--- src/rtl/mem_stage_pkg.sv ---
// Shared encodings for the MEM stage: access sizes, FSM states, byte-enable patterns.
package mem_stage_pkg;

    localparam logic [1:0] SIZE_BYTE = 2'b00;
    localparam logic [1:0] SIZE_HALF = 2'b01;
    localparam logic [1:0] SIZE_WORD = 2'b10;

    typedef enum logic {
        IDLE = 1'b0,
        BUSY = 1'b1
    } state_e;

    localparam logic [3:0] BE_BYTE0   = 4'b1000;
    localparam logic [3:0] BE_HALF_HI = 4'b1100;
    localparam logic [3:0] BE_HALF_LO = 4'b0011;
    localparam logic [3:0] BE_WORD    = 4'b1111;

    // Size 2'b11 behaves as a word, so any size with bit 1 set needs word alignment.
    function automatic logic is_misaligned(input logic [1:0] size, input logic [1:0] addr_lo);
        logic mis;
        mis = 1'b0;
        if (size == SIZE_HALF)
            mis = addr_lo[0];
        else if (size[1])
            mis = (addr_lo != 2'b00);
        return mis;
    endfunction

endpackage

--- src/rtl/mem_data_aligner.sv ---
// Big-endian lane steering: store replication/byte enables and load extraction/extension.
module mem_data_aligner
    import mem_stage_pkg::*;
(
    input  logic [1:0]  st_size,
    input  logic [1:0]  st_addr_lo,
    input  logic [31:0] st_data,
    input  logic [1:0]  ld_size,
    input  logic [1:0]  ld_addr_lo,
    input  logic        ld_se,
    input  logic [31:0] ld_rdata,
    output logic [31:0] st_wdata,
    output logic [3:0]  st_be,
    output logic [31:0] ld_data
);

    logic [7:0]  ld_byte;
    logic [15:0] ld_half;

    always_comb begin
        st_wdata = st_data;
        st_be    = BE_WORD;
        case (st_size)
            SIZE_BYTE: begin
                st_wdata = {4{st_data[7:0]}};
                st_be    = BE_BYTE0 >> st_addr_lo;
            end
            SIZE_HALF: begin
                st_wdata = {2{st_data[15:0]}};
                st_be    = st_addr_lo[1] ? BE_HALF_LO : BE_HALF_HI;
            end
            default: begin
                st_wdata = st_data;
                st_be    = BE_WORD;
            end
        endcase
    end

    // Offset 0 is the most significant lane.
    always_comb begin
        ld_byte = ld_rdata[31:24];
        case (ld_addr_lo)
            2'd0: ld_byte = ld_rdata[31:24];
            2'd1: ld_byte = ld_rdata[23:16];
            2'd2: ld_byte = ld_rdata[15:8];
            default: ld_byte = ld_rdata[7:0];
        endcase
        ld_half = ld_addr_lo[1] ? ld_rdata[15:0] : ld_rdata[31:16];

        ld_data = ld_rdata;
        case (ld_size)
            SIZE_BYTE: ld_data = {{24{ld_se & ld_byte[7]}}, ld_byte};
            SIZE_HALF: ld_data = {{16{ld_se & ld_half[15]}}, ld_half};
            default:   ld_data = ld_rdata;
        endcase
    end

endmodule

--- src/rtl/mem_access_stage.sv ---
// SPARC MEM stage: data-memory bus master with alignment check, bus timeout,
// upstream stall generation and the MEM/WB pipeline register.
//
//   state | meaning
//   IDLE  | no bus access outstanding; non-memory ops pass straight to MEM/WB
//   BUSY  | dm_req held, waiting for dm_ack or the timeout
module mem_access_stage
    import mem_stage_pkg::*;
#(
    parameter int TIMEOUT_CYCLES = 16,
    parameter int TO_W           = 5
) (
    input  logic        clk,
    input  logic        R,
    input  logic        E_mem,
    input  logic        rw_dm_mem,
    input  logic [1:0]  size_mem,
    input  logic        se_mem,
    input  logic        load_mem,
    input  logic        rf_le_mem,
    input  logic [4:0]  mem_rd,
    input  logic [31:0] alu_out_mem,
    input  logic [31:0] df_a_mem,
    output logic        dm_req,
    output logic        dm_we,
    output logic [31:0] dm_addr,
    output logic [31:0] dm_wdata,
    output logic [3:0]  dm_be,
    input  logic        dm_ack,
    input  logic [31:0] dm_rdata,
    output logic        mem_stall,
    output logic        mem_fault,
    output logic [4:0]  wb_rd,
    output logic        wb_rf_le,
    output logic [31:0] wb_data
);

    state_e          state_q, state_d;
    logic [TO_W-1:0] cnt_q, cnt_d;
    logic            dm_req_q, dm_req_d;
    logic            dm_we_q, dm_we_d;
    logic [31:0]     dm_addr_q, dm_addr_d;
    logic [31:0]     dm_wdata_q, dm_wdata_d;
    logic [3:0]      dm_be_q, dm_be_d;
    logic            fault_q, fault_d;
    logic [4:0]      wb_rd_q, wb_rd_d;
    logic            wb_rf_le_q, wb_rf_le_d;
    logic [31:0]     wb_data_q, wb_data_d;
    logic [1:0]      lat_addr_lo_q, lat_addr_lo_d;
    logic [1:0]      lat_size_q, lat_size_d;
    logic            lat_se_q, lat_se_d;

    logic            misaligned;
    logic            timeout_hit;
    logic [31:0]     st_wdata;
    logic [3:0]      st_be;
    logic [31:0]     ld_data;

    assign misaligned  = E_mem && is_misaligned(size_mem, alu_out_mem[1:0]);
    assign timeout_hit = (state_q == BUSY) && !dm_ack
                         && (cnt_q == TO_W'(TIMEOUT_CYCLES - 1));

    // Load formatting uses the request-time size/offset/sign, not the live inputs.
    mem_data_aligner u_aligner (
        .st_size    (size_mem),
        .st_addr_lo (alu_out_mem[1:0]),
        .st_data    (df_a_mem),
        .ld_size    (lat_size_q),
        .ld_addr_lo (lat_addr_lo_q),
        .ld_se      (lat_se_q),
        .ld_rdata   (dm_rdata),
        .st_wdata   (st_wdata),
        .st_be      (st_be),
        .ld_data    (ld_data)
    );

    always_ff @(posedge clk or posedge R) begin
        if (R) begin
            state_q       <= IDLE;
            cnt_q         <= '0;
            dm_req_q      <= 1'b0;
            dm_we_q       <= 1'b0;
            dm_addr_q     <= '0;
            dm_wdata_q    <= '0;
            dm_be_q       <= '0;
            fault_q       <= 1'b0;
            wb_rd_q       <= '0;
            wb_rf_le_q    <= 1'b0;
            wb_data_q     <= '0;
            lat_addr_lo_q <= '0;
            lat_size_q    <= '0;
            lat_se_q      <= 1'b0;
        end else begin
            state_q       <= state_d;
            cnt_q         <= cnt_d;
            dm_req_q      <= dm_req_d;
            dm_we_q       <= dm_we_d;
            dm_addr_q     <= dm_addr_d;
            dm_wdata_q    <= dm_wdata_d;
            dm_be_q       <= dm_be_d;
            fault_q       <= fault_d;
            wb_rd_q       <= wb_rd_d;
            wb_rf_le_q    <= wb_rf_le_d;
            wb_data_q     <= wb_data_d;
            lat_addr_lo_q <= lat_addr_lo_d;
            lat_size_q    <= lat_size_d;
            lat_se_q      <= lat_se_d;
        end
    end

    always_comb begin
        state_d = state_q;
        case (state_q)
            IDLE:    if (E_mem && !misaligned) state_d = BUSY;
            BUSY:    if (dm_ack || timeout_hit) state_d = IDLE;
            default: state_d = IDLE;
        endcase
    end

    always_comb begin
        mem_stall     = 1'b0;
        cnt_d         = cnt_q;
        dm_req_d      = dm_req_q;
        dm_we_d       = dm_we_q;
        dm_addr_d     = dm_addr_q;
        dm_wdata_d    = dm_wdata_q;
        dm_be_d       = dm_be_q;
        fault_d       = 1'b0;
        wb_rd_d       = wb_rd_q;
        wb_rf_le_d    = wb_rf_le_q;
        wb_data_d     = wb_data_q;
        lat_addr_lo_d = lat_addr_lo_q;
        lat_size_d    = lat_size_q;
        lat_se_d      = lat_se_q;

        case (state_q)
            IDLE: begin
                if (!E_mem || misaligned) begin
                    wb_rd_d    = mem_rd;
                    wb_rf_le_d = rf_le_mem && !misaligned;
                    wb_data_d  = alu_out_mem;
                    fault_d    = misaligned;
                end else begin
                    mem_stall     = 1'b1;
                    dm_req_d      = 1'b1;
                    dm_we_d       = rw_dm_mem;
                    dm_addr_d     = {alu_out_mem[31:2], 2'b00};
                    dm_wdata_d    = st_wdata;
                    dm_be_d       = st_be;
                    cnt_d         = '0;
                    wb_rf_le_d    = 1'b0;
                    lat_addr_lo_d = alu_out_mem[1:0];
                    lat_size_d    = size_mem;
                    lat_se_d      = se_mem;
                end
            end
            BUSY: begin
                if (dm_ack) begin
                    dm_req_d   = 1'b0;
                    wb_rd_d    = mem_rd;
                    wb_rf_le_d = rf_le_mem;
                    wb_data_d  = load_mem ? ld_data : alu_out_mem;
                end else if (timeout_hit) begin
                    dm_req_d   = 1'b0;
                    fault_d    = 1'b1;
                    wb_rf_le_d = 1'b0;
                end else begin
                    mem_stall  = 1'b1;
                    cnt_d      = cnt_q + TO_W'(1);
                    wb_rf_le_d = 1'b0;
                end
            end
            default: ;
        endcase
    end

    assign dm_req    = dm_req_q;
    assign dm_we     = dm_we_q;
    assign dm_addr   = dm_addr_q;
    assign dm_wdata  = dm_wdata_q;
    assign dm_be     = dm_be_q;
    assign mem_fault = fault_q;
    assign wb_rd     = wb_rd_q;
    assign wb_rf_le  = wb_rf_le_q;
    assign wb_data   = wb_data_q;

endmodule

--- config.mk ---
export PLATFORM = sky130hd
export DESIGN_NAME = mem_access_stage
export DESIGN_NICKNAME = d
export VERILOG_FILES = /design/src/rtl/mem_stage_pkg.sv /design/src/rtl/mem_data_aligner.sv /design/src/rtl/mem_access_stage.sv
export SDC_FILE = /design/constraint.sdc
export NUM_CORES = 1
export LEC_CHECK = 0
export BUFFER_PORTS_ARGS = -buffer_cell sky130_fd_sc_hd__buf_4
export CORE_ASPECT_RATIO = 0.5
export CORE_MARGIN = 2
export CORE_UTILIZATION = 45
export DETAILED_ROUTE_END_ITERATION = 12
export GPL_ROUTABILITY_DRIVEN = 0
export GPL_TIMING_DRIVEN = 0
export HOLD_SLACK_MARGIN = 0.12
export PLACE_DENSITY = 0.82
export SLEW_MARGIN = 40
export SYNTH_ARGS = -nofsm -noshare
export SYNTH_HDL_FRONTEND = slang
export SYNTH_SLANG_ARGS = --single-unit
--- constraint.sdc ---
create_clock -name clk -period 3.5 [get_ports clk]
set_input_delay 0.175 -clock clk [delete_from_list [all_inputs] [get_ports clk]]
set_output_delay 0.175 -clock clk [all_outputs]
set_load 0.1 [all_outputs]
==> impl_results.md, run 1 <==
- # H-tree levels: 4
- Routed via count: 5,889
- Die X: 164 µm
- Register area share after synthesis: 51.1%
- PD cells: 809 nW/µm²
- # IOs: 221
- Vert. Die Dim: 84.1 µm
- Num CTS Buffers: 17
- Area of the core: 12,600 µm²
- Global route overflow: 0
- CP Cell Sequence: dlygate4sd3_1 -> buf_4 -> o21ai_2 -> nand3_1 -> buf_2 -> buf_2 -> nand2_1 -> buf_4
- Internal: 3.58 mW
- Fin Hold WS: 125 ps
- Hold Fails Final Rpt: 0
- Port bufs: 218
- Hold path startpoint: dm_ack
- Min cycle time layout: 2440 ps
- Worst VDD drop: 0.483 mV
- Die Area: 13,800 µm²
- Skew-Pair Late Insertion Delay: 410 ps
- CTS sink count: 118
- Hold endpoint: cnt_q[1]
- Critical path type: in2out
- Status: finished clean
- Worst setup margin: 1060 ps
- Critical Path Sink Type: output pin
- Hold-fix buffers, CTS: 92
- Critical Path Start Type: input port
- CP max-delay cell: dlygate4sd3_1
- Slew HR: 55.7%
- Antenna Nets Post-Route: 0
- Max Clk Rate: 0.409 GHz
- CTS tree: done
- Layout Nets: 994
- Unrepaired setup endpoints after global routing: false
- Mapped Area: 5770 µm²
- Hold path cells: 4
- Clock share of power: 22.5%
- Worst hold path type: in2reg
- Clock Skew: 6.85 ps
- FP Rows: 29
- Placed Instance Area: 7660 µm²
- Crit path largest cell delay: 560 ps
- Worst EP required: 3320 ps
- Final wirelength: 20.3 mm
- Number of detailed-route iterations in the first pass: 7
- Warnings from Yosys: 0
- Post-CTS setup buffers: 0
- Max cap viols: 0
- Arrival time of the worst setup path: 2270 ps
- Initial Utilization: 45.9%
- Detailed Place HPWL: 13.0 mm
- ANT cells: 0
- Via/cell ratio: 5.53
- Reg2Reg Depth: 7
- Largest net degree at the start of global routing: 78
- Max FO, Critical Path: 10
- Cell area after layout: 9150 µm²
- Total track usage: 30.4%
- Syn-to-layout area delta: 58.4%
- Fraction of layout cells with a size suffix above 1: 37.2%
- # DRC: 0
- NetSw: 3.82 mW
- Initial antenna violation count: 0
- Gate Count Post-Synth: 550
- Clock buffer depth: 2
- DR iter-0 viols: 580
- Count of pins over their slew limit: 0
- Worst r2r src: state_q
- Most common cell after layout, fill and taps aside: buf_4
- Worst setup path startpoint: alu_out_mem[1]
- First-pass GRT wire length: 32.3 mm
- Sw Share: 51.6%
- Worst-Margin Slew: 665 ps
- Synth unique cells: 43
- Yosys reg bits: 118
- Root buffer cell: clkbuf_16
- Post-CTS resize count: 0
- Tcrit/Tclk final: 69.8%
- Combinational share of power: 51.8%
- Leakage: 4.42 nW
- Mean routed wirelength per cell: 19.1 µm
- Commonest cells after routing, fill and taps aside: buf_4 (224), dfrtp_1 (118), dlygate4sd3_1 (92)
- Flop-to-flop setup slack: 1190 ps
- Reg-to-Reg End: dm_be[3]
- Syn Area/Cell: 10.5 µm²
- Final setup viols: 0
- Worst slack, placed: 1540 ps
- Clock slew at reported path FFs: 50 ps
- Share of power burned in registers: 25.7%
- Vias in the first global route: 6,198
==> worst max path at each step <==
stage                        to  slack [ps]  cells past startpoint
floorplan              cnt_q[0]         200                      1
global placement       wb_rd[2]       -1190                      2
detailed placement  wb_data[29]        1540                      4
CTS                   mem_stall        1150                      6
global route          mem_stall         970                      6
finish                mem_stall        1060                      8
==> cell type report <==
cell class | count | area (µm²)
buffer | 37 | 188
clock buffer | 20 | 457
clock inverter | 12 | 104
fill | 797 | 3450
inverter | 19 | 78.8
multi-input combinational | 377 | 2570
sequential | 118 | 2950
tap | 170 | 213
timing repair buffer | 311 | 2580
==> worst max-delay path, delay by kind of cell <==
family          cells  cell delay, ps
compound gates      1             270
buf+inv             5            1520
simple gates        2             300
==> power by group through the flow <==
stage                     logic [mW]  clock network [mW]  registers (mW)
after floorplan                0.670                   0            4.06
after global placement          3.65                   0            1.88
after detailed placement        3.70                   0            1.90
after CTS                       3.79                1.67            1.88
after global routing            3.95                1.73            1.93
final                           3.83                1.66            1.90
==> flip-flops by register name (all words and copies together), names as in the netlist, 2 cells and up <==
register       flops
lat_size_q         2
dm_wdata          32
cnt_q              5
wb_data           32
dm_addr           30
lat_addr_lo_q      2
dm_be              4
wb_rd              5
==> routing by layer <==
layer	up-vias	part of all wire (%)	GRT usage (%)
li1	2586	-	-
met1	2879	39	36.1
met2	318	49	50.9
met3	106	7.7	8.40
met4	0	5.0	15.2
met5	-	0	0
==> cells by family (layout without fill, tap and decap cells) <==
kind of cell,after synthesis,count (layout),share of synthesized area (%)
xor+xnor,2,2,0.303
flops,118,118,51.1
mux,94,94,17.2
buf+inv,56,399,4.49
other cells,1,2,0.0650
fa+ha+maj,2,2,0.433
simple gates,161,161,13.0
compound gates,116,116,13.4
==> synthesized netlist by cell type (all sizes together) <==
cell	number	area, µm²
clkbuf	14	53.8
nor2b	9	58.8
a21oi	21	109
mux2i	51	510
or3	2	12.5
and2	2	12.5
mux2	43	484
nand2b	20	125
nand3	12	60.1
or2	2	12.5
o31ai	3	36.3
or3b	1	8.76
a211o	1	8.76
nor2	14	52.6
and3	1	6.26
a22o	1	8.76
dfrtp	118	2950
o21ai	57	289
conb	1	3.75
a211oi	8	60.1
nand4	8	50.1
nand2	87	327
ha	2	25.0
a2bb2oi	1	8.76
xor2	2	17.5
a31oi	16	163
inv	19	71.3
nor3b	3	22.5
a31o	1	8.76
o32ai	7	80.1
buf	23	134
==> through the flow <==
step                      power, mW  util (%)  cells  setup TNS [ps]
after global placement         5.54      60.6    939         -139410
after detailed placement       5.60      60.9    940               0
after global routing           7.61      72.6   1064               0
final                          7.39      72.6   1064               0
after floorplan                4.73         -    551               0
after CTS                      7.34      72.6   1064               0
Power figures use the tool's default switching activity.
==> run 2, diff against run 1 <==
--- a/config.mk
+++ b/config.mk
@@ -8,12 +8,12 @@
 export BUFFER_PORTS_ARGS = -buffer_cell sky130_fd_sc_hd__buf_4
 export CORE_ASPECT_RATIO = 0.5
 export CORE_MARGIN = 2
-export CORE_UTILIZATION = 45
+export CORE_UTILIZATION = 49
 export DETAILED_ROUTE_END_ITERATION = 12
 export GPL_ROUTABILITY_DRIVEN = 0
 export GPL_TIMING_DRIVEN = 0
 export HOLD_SLACK_MARGIN = 0.12
-export PLACE_DENSITY = 0.82
+export PLACE_DENSITY = 0.85
 export SLEW_MARGIN = 40
 export SYNTH_ARGS = -nofsm -noshare
 export SYNTH_HDL_FRONTEND = slang
==> constraint.sdc (replaced) <==
create_clock -name clk -period 2.5 [get_ports clk]
set_input_delay 0.125 -clock clk [delete_from_list [all_inputs] [get_ports clk]]
set_output_delay 0.125 -clock clk [all_outputs]
set_load 0.1 [all_outputs]
==> impl_results.md, run 2 (synthesis results as in run 1) <==
- Status: finished clean
- Clock slew at reported path FFs: 60 ps
- Final setup viols: 0
- Critical Path Start Type: register
- # IOs: 221
- Die X: 158 µm
- Cell area after layout: 9350 µm²
- ANT cells: 0
- Routed via count: 6,358
- Die Area: 12,700 µm²
- Root buffer cell: clkbuf_16
- Worst VDD drop: 0.736 mV
- Vias in the first global route: 6,804
- CP bufs+invs: 3
- Max cap viols: 0
- Worst slack, placed: 569 ps
- Min cycle time layout: 2350 ps
- Vert. Die Dim: 80.8 µm
- Worst hold path type: in2reg
- Layout Nets: 1,005
- Leakage: 4.52 nW
- Area of the core: 11,200 µm²
- Count of pins over their slew limit: 0
- CTS sink count: 118
- Port bufs: 218
- NetSw: 5.49 mW
- Number of detailed-route iterations in the first pass: 7
- Syn-to-layout area delta: 61.9%
- Mean routed wirelength per cell: 22.0 µm
- Initial antenna violation count: 0
- Clock share of power: 24.0%
- Initial Utilization: 51.3%
- Most common cell after layout, fill and taps aside: buf_4
- CP Cell Sequence: nor2b_4 -> nand3_1 -> buf_2 -> buf_2 -> nand2_1 -> buf_4
- Placed Instance Area: 7740 µm²
- Worst-Margin Slew: 658 ps
- Critical Path Sink Type: output pin
- Total track usage: 38.9%
- # DRC: 0
- GRT met3 Usage: 12.9%
- Top delay family on crit path: buffers and inverters
- Crit path largest cell delay: 500 ps
- Fin Hold WS: 144 ps
- Slew HR: 56.1%
- Worst setup margin: 149 ps
- Most used cell, CP: buf_2
- Global-route track usage on met1: 43.3%
- Clock Skew: 7.89 ps
- Clock buffer depth: 2
- PD cells: 1150 nW/µm²
- Fillers: 566
- Combinational share of power: 50.9%
- CP max-delay cell: dfrtp_1
- Largest net degree at the start of global routing: 26
- Sw Share: 51.2%
- FP Rows: 27
- Fraction of layout cells with a size suffix above 1: 37.3%
- Commonest cells after routing, fill and taps aside: buf_4 (224), dfrtp_1 (118), dlygate4sd3_1 (99)
- Critical path type: reg2out
- Final wirelength: 23.4 mm
- First-pass GRT wire length: 36.9 mm
- Busiest metal layer after global routing: met2
- Power after layout: 10.7 mW
- Num CTS Buffers: 17
- CTS tree: done
- Worst EP required: 2380 ps
- Global route overflow: 0
- Skew-Pair Late Insertion Delay: 420 ps
- Via/cell ratio: 5.98
- DR iter-0 viols: 811
- Fin Setup TNS: 0 ps
- GR Layer Usage met2: 65.2%
- Hold Fails Final Rpt: 0
- Max FO, Critical Path: 10
- # H-tree levels: 4
- Internal: 5.23 mW
- Unrepaired setup endpoints after global routing: false
- Antenna Nets Post-Route: 0
- Arrival time of the worst setup path: 2230 ps
- Max Clk Rate: 0.425 GHz
- Share of power burned in registers: 25.1%
- Tcrit/Tclk final: 94.0%
- Detailed Place HPWL: 13.2 mm
run 2: final cells by class:
class / count / area (µm²) / area share [%]
plain buffers: 37 / 188 / 2.01
clock buffers: 19 / 453 / 4.85
clock inverters: 13 / 154 / 1.65
inverters: 19 / 75.1 / 0.803
multi-input cells: 377 / 2570 / 27.5
flip-flops and latches: 118 / 2950 / 31.6
well taps: 159 / 199 / 2.13
repair buffers: 322 / 2750 / 29.5
run 2: layer usage:
metal	share of wire, %	vias to the layer above
met1	36	3064
li1	-	2606
met3	9.7	169
met2	47	519
met5	0	-
met4	7.0	0
run 2: power by group through the flow:
| stage | registers [mW] | clock network [mW] | logic, mW |
|---|---|---|---|
| 6_report | 2.69 | 2.57 | 5.46 |
| 5_1_grt | 2.73 | 2.67 | 5.62 |
| 4_1_cts | 2.64 | 2.55 | 5.34 |
| 3_5_place_dp | 2.66 | 0 | 5.19 |
| 3_3_place_gp | 2.64 | 0 | 5.11 |
| 2_1_floorplan | 5.68 | 0 | 0.938 |
run 2: repair_timing:
action / 4_1_cts / 5_1_grt
hold buffers: 99 / 0
endpoints found under the setup margin: 0 / 1
gates resized for setup: 0 / 1
hold endpoints to repair: 163 / 0
buffers inserted: 0 / 0
run 2: tightest hold or removal path, stage by stage:
cell	delay, ps
buf_4	90
nor2b_4	220
nor3b_1	90
run 2: path summary, 6_finish.rpt:
check                           startpoint          end  slack (ps)  depth (start not counted)
worst min-delay path                 E_mem     wb_rf_le         140                          3
worst max register to register     state_q     dm_be[3]         260                          7
max in group asynchronous                R  wb_data[14]        1300                          6
worst min register to register    wb_rd[3]     wb_rd[3]         480                          2
worst max-delay path               state_q    mem_stall         150                          6
min in group asynchronous                R  dm_wdata[3]         340                          3
run 2: metrics by stage:
step | utilization [%] | instances
3_5_place_dp | 68.8 | 933
3_3_place_gp | 67.7 | 928
6_report | 83.1 | 1064
5_1_grt | 83.1 | 1064
2_1_floorplan | - | 551
4_1_cts | 83.0 | 1064
==> run 3, diff against run 2 <==
--- a/config.mk
+++ b/config.mk
@@ -5,15 +5,16 @@
 export SDC_FILE = /design/constraint.sdc
 export NUM_CORES = 1
 export LEC_CHECK = 0
+export ABC_CLOCK_PERIOD_IN_PS = 2800
 export BUFFER_PORTS_ARGS = -buffer_cell sky130_fd_sc_hd__buf_4
 export CORE_ASPECT_RATIO = 0.5
 export CORE_MARGIN = 2
-export CORE_UTILIZATION = 49
+export CORE_UTILIZATION = 53
 export DETAILED_ROUTE_END_ITERATION = 12
 export GPL_ROUTABILITY_DRIVEN = 0
 export GPL_TIMING_DRIVEN = 0
 export HOLD_SLACK_MARGIN = 0.12
-export PLACE_DENSITY = 0.85
+export PLACE_DENSITY = 0.91
 export SLEW_MARGIN = 40
 export SYNTH_ARGS = -nofsm -noshare
 export SYNTH_HDL_FRONTEND = slang
==> constraint.sdc (replaced) <==
create_clock -name clk -period 2.8 [get_ports clk]
set_input_delay 0.14 -clock clk [delete_from_list [all_inputs] [get_ports clk]]
set_output_delay 0.14 -clock clk [all_outputs]
set_load 0.1 [all_outputs]
==> impl_results.md, run 3 (synthesis results as in run 1) <==
- Critical Path Start Type: register
- Unrepaired setup endpoints after global routing: false
- Max Clk Rate: 0.389 GHz
- Fin Setup TNS: 0 ps
- FP Rows: 26
- Syn-to-layout area delta: 60.9%
- CTS tree: done
- # DRC: 1
- # IOs: 221
- Root buffer cell: clkbuf_16
- Antenna Nets Post-Route: 0
- Fillers: 384
- Routed via count: 6,761
- Number of detailed-route iterations in the first pass: 13
- Post-CTS resize count: 0
- Vert. Die Dim: 77.8 µm
- Skew-Pair Late Insertion Delay: 430 ps
- Worst VDD drop: 0.656 mV
- Top delay family on crit path: buffers and inverters
- Status: finished, violations left
- Slew HR: 53.3%
- Worst EP required: 2660 ps
- Layout Nets: 1,004
- CP bufs+invs: 3
- Vias in the first global route: 7,084
- Total track usage: 47.6%
- Critical Path Sink Type: output pin
- Initial antenna violation count: 1
- Tcrit/Tclk final: 91.8%
- Clock slew at reported path FFs: 60 ps
- Worst slack, placed: 830 ps
- Detailed Place HPWL: 13.5 mm
- Commonest cells after routing, fill and taps aside: buf_4 (224), dfrtp_1 (118), dlygate4sd3_1 (98)
- Hold Fails Final Rpt: 0
- Max cap viols: 0
- Arrival time of the worst setup path: 2430 ps
- CTS sink count: 118
- Failing checks: design-rule violations
- Worst-Margin Slew: 700 ps
- Worst path depth: 6
- Post-CTS setup buffers: 0
- Final setup viols: 0
- Clock buffer depth: 2
- Leakage: 4.49 nW
- Hold-fix buffers, CTS: 98
- Fin Hold WS: 148 ps
- Min cycle time layout: 2570 ps
- PD cells: 1040 nW/µm²
- Global route overflow: 0
- Largest net degree at the start of global routing: 26
- Critical path type: reg2out
- Max FO, Critical Path: 10
- Most used cell, CP: buf_2
- Reg area: 2950 µm²
- First-pass GRT wire length: 41.0 mm
- Crit path largest cell delay: 530 ps
- Initial Utilization: 55.5%
- Hold path cells: 5
- Multi-input gate area: 2570 µm²
- Power after layout: 9.70 mW
- Fraction of layout cells with a size suffix above 1: 37.3%
- Num CTS Buffers: 17
- Clock Skew: 15.7 ps
- Reg2Reg Depth: 7
- Die X: 152 µm
- CP max-delay cell: dfrtp_1
- # H-tree levels: 4
- Worst hold path type: in2reg
- Via/cell ratio: 6.48
- Port bufs: 218
- CP Cell Sequence: nor2b_2 -> nand3_1 -> buf_2 -> buf_2 -> nand2_1 -> buf_4
- Area of the core: 10,400 µm²
- Final wirelength: 27.1 mm
- Mean routed wirelength per cell: 26.0 µm
- Count of pins over their slew limit: 0
- Most common cell after layout, fill and taps aside: buf_4
- Worst setup margin: 229 ps
- Die Area: 11,800 µm²
- ANT cells: 0
- DR iter-0 viols: 1,173
## run 3: changes by cell type in the layout (fill, tap and decap cells not counted), sizes merged
cell and change:
dlygate4sd3 -1, clkinvlp +2, bufinv -1, clkinv -2
## run 3: report_power, final
part / internal (mW) / total [mW] / switching (mW)
Clock: 1.35 / 2.25 / 0.901
Sequential: 2.11 / 2.45 / 0.339
Combinational: 1.12 / 5.00 / 3.89
## run 3: stage by stage
step / util, % / instances / area [µm²]
final: 89.2 / 1043 / 9290
after global routing: 89.2 / 1043 / 9290
after CTS: 89.2 / 1043 / 9290
after detailed placement: 74.2 / 914 / 7720
after global placement: 72.9 / 909 / 7590
after floorplan: - / 551 / 5780
## run 3: path summary, 6_finish.rpt
kind | slack, ps | startpoint | endpoint
max reg2reg | 330 | state_q | dm_be[3]
max in group asynchronous | 1660 | R | cnt_q[3]
min reg2reg | 480 | wb_rd[0] | wb_rd[0]
max | 230 | state_q | mem_stall
min in group asynchronous | 300 | R | dm_wdata[26]
min | 150 | dm_rdata[8] | wb_data[8]
## run 3: cell type report
type | instances | share of cell area (%)
flip-flops and latches | 118 | 31.8
repair buffers | 321 | 29.6
multi-input cells | 377 | 27.6
clock buffers | 19 | 4.88
plain buffers | 37 | 2.02
well taps | 140 | 1.89
clock inverters | 12 | 1.39
inverters | 19 | 0.808
## run 3: worst register-to-register path: stages (launching register included)
cell,delay [ps]
dfrtp_1,530
nor2b_2,330
nand3_1,230
buf_2,270
buf_2,240
nand2_1,120
o31ai_1,80
dlygate4sd3_1,580
## run 3: per-layer routing
| layer | wire length (µm) | up-vias | share of wire, % | track usage (%) |
|---|---|---|---|---|
| li1 | - | 2601 | - | - |
| met4 | 2480 | 0 | 9.2 | 37.8 |
| met1 | 9100 | 3120 | 34 | 52.5 |
| met2 | 11800 | 756 | 43 | 70.9 |
| met5 | 0 | - | 0 | 0 |
| met3 | 3770 | 284 | 14 | 22.4 |
